`src/rtl/regfile_read_sequencer.sv`:
```
// regfile_read_sequencer: read-side controller for a 32-entry register file
// whose registers share one tri-state read bus. A two-operand request is
// served by enabling one register per cycle on the bus, capturing each value,
// and returning both operands through a valid/ready response.
// Optional build macro: READ_DEDUP_EN (equal operand addresses are read once).
module regfile_read_sequencer #(
   parameter int NUM_REGS = 32,
   parameter int ADDR_W   = 5,
   parameter int DATA_W   = 32
) (
   input  logic                clock,
   input  logic                reset,
   input  logic                req_valid,
   output logic                req_ready,
   input  logic [ADDR_W-1:0]   req_addr_a,
   input  logic [ADDR_W-1:0]   req_addr_b,
   output logic [NUM_REGS-1:0] rd_enable,
   input  logic [DATA_W-1:0]   rd_bus,
   output logic                rsp_valid,
   input  logic                rsp_ready,
   output logic [DATA_W-1:0]   rsp_data_a,
   output logic [DATA_W-1:0]   rsp_data_b
);

   typedef enum logic [1:0] {IDLE, DRIVE_A, DRIVE_B, RESP} state_t;

   localparam logic [NUM_REGS-1:0] ONE = {{(NUM_REGS-1){1'b0}}, 1'b1};

   state_t              state, state_nxt;
   logic [ADDR_W-1:0]   addr_a_q, addr_b_q;
   logic [NUM_REGS-1:0] rd_enable_nxt;
   logic [DATA_W-1:0]   capture;
   logic                same_addr;

   // Register 0 and out-of-range indices decode to no enable: the shift
   // runs off the top for addr >= NUM_REGS and bit 0 is masked off.
   function automatic logic [NUM_REGS-1:0] onehot(input logic [ADDR_W-1:0] addr);
      onehot = (ONE << addr) & ~ONE;
   endfunction

`ifdef READ_DEDUP_EN
   assign same_addr = (addr_a_q == addr_b_q);
`else
   assign same_addr = 1'b0;
`endif

   // Bus value is taken only for an addressable register, otherwise zero.
   assign capture = (|onehot((state == DRIVE_A) ? addr_a_q : addr_b_q)) ? rd_bus : '0;

   assign req_ready = (state == IDLE) && !reset;
   assign rsp_valid = (state == RESP);

   // State register.
   always_ff @(posedge clock or posedge reset) begin
      if (reset) state <= IDLE;
      else       state <= state_nxt;
   end

   // Next state and the next-cycle read enable; enables are computed one
   // cycle ahead so rd_enable itself comes straight from flops.
   always_comb begin
      state_nxt     = state;
      rd_enable_nxt = '0;
      case (state)
         IDLE: begin
            if (req_valid) begin
               state_nxt     = DRIVE_A;
               rd_enable_nxt = onehot(req_addr_a);
            end
         end
         DRIVE_A: begin
            if (same_addr) begin
               state_nxt = RESP;
            end else begin
               state_nxt     = DRIVE_B;
               rd_enable_nxt = onehot(addr_b_q);
            end
         end
         DRIVE_B: state_nxt = RESP;
         RESP:    if (rsp_ready) state_nxt = IDLE;
         default: state_nxt = IDLE;
      endcase
   end

   // Datapath: read enables, latched addresses and captured operands.
   always_ff @(posedge clock or posedge reset) begin
      if (reset) begin
         rd_enable  <= '0;
         addr_a_q   <= '0;
         addr_b_q   <= '0;
         rsp_data_a <= '0;
         rsp_data_b <= '0;
      end else begin
         rd_enable <= rd_enable_nxt;
         case (state)
            IDLE: begin
               if (req_valid) begin
                  addr_a_q <= req_addr_a;
                  addr_b_q <= req_addr_b;
               end
            end
            DRIVE_A: begin
               rsp_data_a <= capture;
               if (same_addr) rsp_data_b <= capture;
            end
            DRIVE_B: rsp_data_b <= capture;
            default: ;
         endcase
      end
   end

endmodule

```
`config.mk`:
```
export PLATFORM = sky130hd
export DESIGN_NAME = regfile_read_sequencer
export DESIGN_NICKNAME = d
export VERILOG_FILES = /design/src/rtl/regfile_read_sequencer.sv
export SDC_FILE = /design/constraint.sdc
export NUM_CORES = 1
export LEC_CHECK = 0
export CAP_MARGIN = 20
export CORE_ASPECT_RATIO = 1.1
export CORE_MARGIN = 5
export CORE_UTILIZATION = 41
export DETAILED_ROUTE_END_ITERATION = 6
export HOLD_SLACK_MARGIN = 0.15
export PLACE_DENSITY = 0.76
export SETUP_SLACK_MARGIN = 0.2
export SLEW_MARGIN = 20
export SYNTH_ARGS = -nofsm -noshare
export SYNTH_HDL_FRONTEND = slang
export SYNTH_SLANG_ARGS = --single-unit
```
`constraint.sdc`:
```
create_clock -name clock -period 3.2 [get_ports clock]
set_input_delay 0.64 -clock clock [delete_from_list [all_inputs] [get_ports clock]]
set_output_delay 0.64 -clock clock [all_outputs]
set_load 0.03 [all_outputs]
```
==> summary.md, run 1 <==
| Metric | Value |
|---|---|
| Skew-Pair Late Insertion Delay | 0.33 ns |
| Peak supply drop | between 400 and 500 uV |
| Number of cells produced by synthesis | 324 |
| Number of buffers added to fix hold violations after cts | 0 |
| Final HPWL DP | 7540 um |
| Global-route wire length before repair | roughly 18000 um |
| CTS HTree Levels | 3 |
| Number of iterations in the first detailed-routing pass | 4 |
| Largest cells by area after synthesis | sky130_fd_sc_hd__dfrtp_1 (62%), sky130_fd_sc_hd__a31o_2 (6.5%), sky130_fd_sc_hd__a32o_1 (5.8%), sky130_fd_sc_hd__nor2b_1 (5.2%), sky130_fd_sc_hd__o22ai_1 (4.5%) |
| Last weighted congestion value of the routability-driven placer | 0.808 |
| Port bufs | about 140 |
| Synth warnings | 0 |
| Capturing instance or port of the critical path | req_ready |
| Top cell family by delay on the critical path | buffers and inverters |
| Pin count of the biggest net entering global routing | 108 |
| Class of the most critical setup path | flop to output port |
| Async set-reset flop share out of synthesis | 100% |
| Layout area overhead | 40.2% |
| Vertical die dimension | 118 um |
| Final antenna diode count | 0 |
| Summed instance area of the synthesized netlist | 4330 um^2 |
| Crit-path cells | inv_1 > ha_1 > nor2b_1 > clkdlybuf4s50_1 |
| Path length in cells of the critical path | 4 |
| GR Util All Layers | about 18% |
| Via count of the first global-routing pass | 3386 |
| Fraction of the yosys area taken by sequential cells | between 60 and 70% |
| Count of final hold-check violations | 0 |
| Clock transition at the registers of the reported paths | 0.07 ns |
| Register-to-Register Setup Slack | 0.93 ns |
| Sort of element at the start of the critical path | flop |
| Final worst path period need | 2.60 ns |
| Sum of routed wire length over all layers | roughly 11000 um |
| Distinct cell type count after synthesis | 33 |
| Cell taking the most area after synthesis | sky130_fd_sc_hd__dfrtp_1 |
| Worst Hold Slack | 0.485 ns |
| Starting utilization of the core area | a little over two fifths |
| Worst Setup Slack post-DPL | between 0.6 and 0.7 ns |
| Syn_nets | 374 |
| Final number of setup-violating endpoints | 0 |
| Required @ worst endpoint | between 2 and 3 ns |
| Aggregate negative setup slack | 0 ns |
| Die Outline Area | between 10000 and 15000 um^2 |
| Standard cell core area | 10300 um^2 |
| Post-DRT Antenna Nets | 0 |
| CTS-repair resized insts | 0 |
| Worst stage delay on the critical path | approximately 0.68 ns |
| Power per cell area | 1050 nW/um^2 |
| Mean area per synthesized cell | 13.4 um^2 |
| Ys flop type | sky130_fd_sc_hd__dfrtp_1 |
| Root buffer cell | sky130_fd_sc_hd__clkbuf_16 |
| Fmax achieved | approximately 0.38 GHz |
| Width of the die | 108 um |
| Number of buffers between clock root and the deepest sink | 2 |
| Critical path buffer and inverter count | 2 |
| Fraction of final layout cells sized beyond drive strength 1 | between 15 and 20% |
| Relative slew slack | 63.1% |
| Setup repair after global routing missed its margin | no |
| Num ports | 144 |
| Row cnt | 39 |
| Via-to-Cell Ratio | about 5.3 |
| Maximum fanout along the worst path | 7 |
| Count of pins over their slew limit | 0 |
| Reg2reg start | state[1]$_DFFE_PP0P_ |
| Setup fix buffers added after clock tree synthesis | 0 |
| Clock skew | just over 0.005 ns |
| Number of sinks driven by the clock tree | roughly 110 |
| Final instance count without filler cells | 603 |
| Worst Max-Slew Pin Slew | 0.554 ns |
| TritonCTS buffer count | 9 |
| Element type at the critical path end | output port |
| Total leakage power | around 2.5 nW |
| Startpoint of the most critical setup path | state[1]$_DFFE_PP0P_ |
| Yosys top cell area share | 61.8% |
| Final routed DRC violation total | 0 |
| Post-route core utilization | approximately 60% |
| End of the worst register-to-register path | rd_enable[23]$_DFF_PP0_ |
| Aggregate global routing overflow | 0 |
| Wire per inst | 18.0 um |
| Max-capacitance violation count | 0 |
| TritonCTS clock tree | yes |
| Number of enable-type register cells in the synthesized netlist | 0 |
| Setup slack of the critical path after layout | 0.597 ns |
| Period Utilization, post-route | 81.3% |
| Run status | complete, no violations |
| Arr. time, crit path | 1.96 ns |
| Path depth of the worst reg2reg path | 6 |
| Antenna violations before repair | 0 |
| Post-synthesis sequential element count | between 100 and 150 |
| Violation count after the first detailed-routing iteration | 186 |
| Net total in the final layout | 505 |
| DR vias | roughly 3200 |
| Critical Path Slowest Stage Cell | sky130_fd_sc_hd__clkdlybuf4s50_1 |
| Min-Delay Path Class | flop to flop |
| Placed Cells | between 500 and 600 |
[routing by layer]
layer  track usage, %  vias up  part of all wire [%]
met5                0        -                     0
li1                 -     1487                     -
met4             4.58        0                   1.2
met1             21.9     1618                    41
met3             5.21        9                   6.9
met2             29.6      111                    51
[cells by family (layout without fill, tap and decap cells)]
logic type                 Yosys count  in the layout  share of synthesized area [%]
AOI/OAI and AO/OA                   98             98                           19.1
adders and majority gates            4              4                           1.15
buffers and inverters               34            170                           4.99
DFF                                107            107                           61.8
muxes                               11             11                           2.86
other                                1              1                         0.0865
and+or+nand+nor                     69             69                           10.0
[worst min-delay path by stage]
stage	start	end	slack, ns	cells after the start
after global routing	rsp_data_b[12]$_DFFE_PP0P_	rsp_data_b[12]$_DFFE_PP0P_	0.50	1
after detailed placement	rsp_data_b[10]$_DFFE_PP0P_	rsp_data_b[10]$_DFFE_PP0P_	0.47	1
after global placement	rsp_data_b[0]$_DFFE_PP0P_	rsp_data_b[0]$_DFFE_PP0P_	0.47	1
after CTS	rsp_data_b[10]$_DFFE_PP0P_	rsp_data_b[10]$_DFFE_PP0P_	0.49	1
after floorplan	addr_a_q[0]$_DFFE_PP0P_	addr_a_q[0]$_DFFE_PP0P_	0.47	1
final	rsp_data_b[10]$_DFFE_PP0P_	rsp_data_b[10]$_DFFE_PP0P_	0.49	1
[layout make-up]
class                           instances  area [um^2]
Fill cell                             871         4270
Multi-Input combinational cell        183         1440
Inverter                                6         26.3
Clock buffer                           10          229
Timing Repair Buffer                  148         1480
Clock inverter                          6         41.3
Tap cell                              143          179
Sequential cell                       107         2680
[cells in the final DEF (no fill, tap or decap), drive strengths merged, types with 2 or more instances in the layout]
cell,n
clkdlybuf4s50,142
dfrtp,107
nor2b,36
a31o,32
a32o,32
o22ai,31
mux2,11
clkbuf,10
nand3,6
nand2,6
inv,6
buf,6
nand3b,4
clkinvlp,4
ha,4
nor2,2
or3b,2
nand4b,2
or3,2
nand2b,2
nand4,2
clkinv,2
nor4,2
a21oi,2
[flip-flops by register name, summed over array words and instances (netlist names)]
| signal | cells |
|---|---|
| rsp_data_a | 32 |
| rd_enable | 31 |
| addr_a_q | 5 |
| state | 2 |
| rsp_data_b | 32 |
| addr_b_q | 5 |
[report_power, final]
part | internal [mW] | leakage (nW) | switching [mW] | total [mW]
clock network | 0.528 | 0.125 | 0.473 | 1.00
registers | 1.85 | 1.37 | 0.301 | 2.15
logic | 1.46 | 1.04 | 1.77 | 3.23
total | 3.84 | 2.54 | 2.54 | 6.38
[synth_stat cells, types with 2 or more instances]
| cell type | n |
|---|---|
| sky130_fd_sc_hd__dfrtp_1 | 107 |
| sky130_fd_sc_hd__nor2b_1 | 36 |
| sky130_fd_sc_hd__a31o_2 | 32 |
| sky130_fd_sc_hd__o22ai_1 | 31 |
| sky130_fd_sc_hd__a32o_1 | 25 |
| sky130_fd_sc_hd__clkbuf_1 | 11 |
| sky130_fd_sc_hd__mux2_2 | 11 |
| sky130_fd_sc_hd__buf_6 | 9 |
| sky130_fd_sc_hd__a32o_2 | 7 |
| sky130_fd_sc_hd__inv_1 | 6 |
| sky130_fd_sc_hd__nand2_1 | 6 |
| sky130_fd_sc_hd__nand3_1 | 6 |
| sky130_fd_sc_hd__buf_2 | 5 |
| sky130_fd_sc_hd__ha_1 | 4 |
| sky130_fd_sc_hd__nand3b_1 | 4 |
| sky130_fd_sc_hd__nand2b_1 | 2 |
| sky130_fd_sc_hd__nand4_1 | 2 |
| sky130_fd_sc_hd__nand4b_1 | 2 |
| sky130_fd_sc_hd__nor2_1 | 2 |
| sky130_fd_sc_hd__or3_1 | 2 |
| sky130_fd_sc_hd__or3b_2 | 2 |
[per-stage QoR]
step	power, mW	cell area [um^2]
2_1_floorplan	4.26	4340
3_5_place_dp	5.42	5800
4_1_cts	6.46	6070
6_report	6.38	6070
5_1_grt	6.75	6070
3_3_place_gp	5.36	5800
Power figures use the tool's default switching activity.
==> run 2, diff against run 1 <==
==> constraint.sdc (replaced) <==
create_clock -name clock -period 2.14 [get_ports clock]
set_input_delay 0.428 -clock clock [delete_from_list [all_inputs] [get_ports clock]]
set_output_delay 0.428 -clock clock [all_outputs]
set_load 0.03 [all_outputs]
==> run 2 against run 1 <==
Routed wire length decreased by 0.15%. Clock power increased by 85%. Clock-buffer cell count unchanged. Non-clock buffer count increased by 1. First-iteration DRC count decreased by 19%. Critical endpoint unchanged. Highest routed layer unchanged.
==> summary.md, run 2 (same netlist as run 1, synthesis figures left out) <==
| Metric | Value |
|---|---|
| Run status | complete, no violations |
| Class of the most critical setup path | flop to output port |
| TritonCTS clock tree | yes |
| Maximum fanout along the worst path | 7 |
| Width of the die | around 110 um |
| Most common cell after layout, fill and taps aside | sky130_fd_sc_hd__clkdlybuf4s50_1 |
| Cell area after layout | 6150 um^2 |
| DR vias | about 3200 |
| Aggregate global routing overflow | 0 |
| Number of sinks driven by the clock tree | 107 |
| Arr. time, crit path | approximately 1.4 ns |
| Standard cell core area | 10300 um^2 |
| Clock transition at the registers of the reported paths | about 0.070 ns |
| Violation count after the first detailed-routing iteration | 151 |
| Count of final hold-check violations | 0 |
| Aggregate negative setup slack | 0 ns |
| Hold path endpoint | rsp_data_b[8]$_DFFE_PP0P_ |
| Crit-path cells | inv_1 > ha_2 > nor2b_1 > buf_4 |
| Wire per inst | 18.0 um |
| Vertical die dimension | 118 um |
| TritonCTS buffer count | 9 |
| Post-route core utilization | 59.5% |
| Clock skew | 0.00795 ns |
| Layout area overhead | 41.9% |
| Number of buffers between clock root and the deepest sink | 2 |
| Path depth of the worst reg2reg path | 6 |
| Power per cell area | 1610 nW/um^2 |
| End of the worst register-to-register path | rsp_data_b[24]$_DFFE_PP0P_ |
| Registers with the most flip-flops | rsp_data_a (32), rsp_data_b (32), rd_enable (31) |
| Via count of the first global-routing pass | 3400 |
| Sum of routed wire length over all layers | 10900 um |
| GR Util All Layers | between 10% and 20% |
| Sort of element at the start of the critical path | flop |
| Global-route wire length before repair | 17800 um |
| Skew-Pair Late Insertion Delay | 0.34 ns |
| CTS-repair resized insts | 1 |
| Relative slew slack | 55.3% |
| Num ports | 144 |
| Required @ worst endpoint | 1.71 ns |
| Final routed DRC violation total | 0 |
| Via-to-Cell Ratio | 5.37 |
| Startpoint of the most critical setup path | state[0]$_DFFE_PP0P_ |
| Final worst path period need | between 1.5 and 2 ns |
| Net total in the final layout | between 500 and 600 |
| Path length in cells of the critical path | 4 |
| CTS HTree Levels | 3 |
| Final HPWL DP | 7440 um |
| Critical Path Slowest Stage Cell | sky130_fd_sc_hd__dfrtp_1 |
| Post-DRT Antenna Nets | 0 |
| Setup fix buffers added after clock tree synthesis | 0 |
| Period Utilization, post-route | a little under nine tenths |
| Min-Delay Path Class | flop to flop |
| Starting utilization of the core area | 41.9% |
| Worst Hold Slack | ~0.5 ns |
| Register-to-Register Setup Slack | 0.35 ns |
| Commonest non-fill, non-tap cells in the layout | sky130_fd_sc_hd__clkdlybuf4s50_1 (140), sky130_fd_sc_hd__dfrtp_1 (107), sky130_fd_sc_hd__nor2b_1 (36), sky130_fd_sc_hd__a31o_2 (32), sky130_fd_sc_hd__o22ai_1 (31) |
| Reg2reg start | state[1]$_DFFE_PP0P_ |
| Setup repair after global routing missed its margin | no |
| Pin count of the biggest net entering global routing | roughly 110 |
| Total chip power | 9.92 mW |
| Max-capacitance violation count | 0 |
| Number of iterations in the first detailed-routing pass | 4 |
| Count of pins over their slew limit | 0 |
| Port bufs | between 100 and 150 |
| Startpoint of the tightest hold check path | rsp_data_b[8]$_DFFE_PP0P_ |
| Element type at the critical path end | output port |
| Row cnt | 39 |
| Critical path buffer and inverter count | 2 |
| Root buffer cell | sky130_fd_sc_hd__clkbuf_16 |
| Last weighted congestion value of the routability-driven placer | ~0.86 |
| Top cell family by delay on the critical path | flip-flops |
| Post-DP Area | 5810 um^2 |
| Antenna violations before repair | 0 |
| Fmax achieved | 0.543 GHz |
| Die Outline Area | 12700 um^2 |
| Worst Max-Slew Pin Slew | 0.671 ns |
| Total leakage power | 2.58 nW |
| Peak supply drop | 971 uV |
| Worst hold stages | 1 |
| Number of buffers added to fix hold violations after cts | 0 |
| Worst stage delay on the critical path | 0.42 ns |
| Final number of setup-violating endpoints | 0 |
| Fraction of final layout cells sized beyond drive strength 1 | 17.8% |
| Final antenna diode count | 0 |
-- run 2: cell count changes in the layout (fill, tap and decap cells not counted) --
cell	delta
sky130_fd_sc_hd__ha_1	-1
sky130_fd_sc_hd__clkdlybuf4s50_1	-2
sky130_fd_sc_hd__ha_2	+1
sky130_fd_sc_hd__buf_4	+2
sky130_fd_sc_hd__clkinvlp_4	-2
sky130_fd_sc_hd__bufinv_16	+3
sky130_fd_sc_hd__clkinv_2	-1
sky130_fd_sc_hd__dlygate4sd2_1	+1
-- run 2: layout make-up --
class                      instances  area (um^2)
inverter                           6         26.3
clock buffer                      10          229
multi-input combinational        183         1450
fill                             838         4190
timing repair buffer             149         1480
clock inverter                     6          111
tap                              143          179
sequential                       107         2680
-- run 2: through the flow --
step | setup WS [ns] | instances
finish | 0.299 | 604
global route | 0.208 | 604
CTS | 0.225 | 604
detailed placement | 0.262 | 588
global placement | 0.332 | 588
floorplan | 0.424 | 324
-- run 2: metal layers --
layer / share of wire, % / GRT usage (%) / up-vias
met1: 41 / 22.3 / 1597
met2: 49 / 28.3 / 124
met3: 6.8 / 4.28 / 26
met4: 3.5 / 8.45 / 0
li1: - / - / 1495
met5: 0 / 0 / -
-- run 2: report_power, final --
part	leakage, nW	internal (mW)	switching [mW]
clock	0.163	1.15	0.703
combinational	1.05	2.19	2.65
sequential	1.37	2.77	0.453
-- run 2: worst max-delay path by stage --
stage / slack [ns] / endpoint
3_5_place_dp: 0.26 / rd_enable[26]$_DFF_PP0_
4_1_cts: 0.23 / req_ready
6_report: 0.30 / req_ready
2_1_floorplan: 0.42 / addr_a_q[0]$_DFFE_PP0P_
3_3_place_gp: 0.33 / rd_enable[26]$_DFF_PP0_
5_1_grt: 0.21 / req_ready
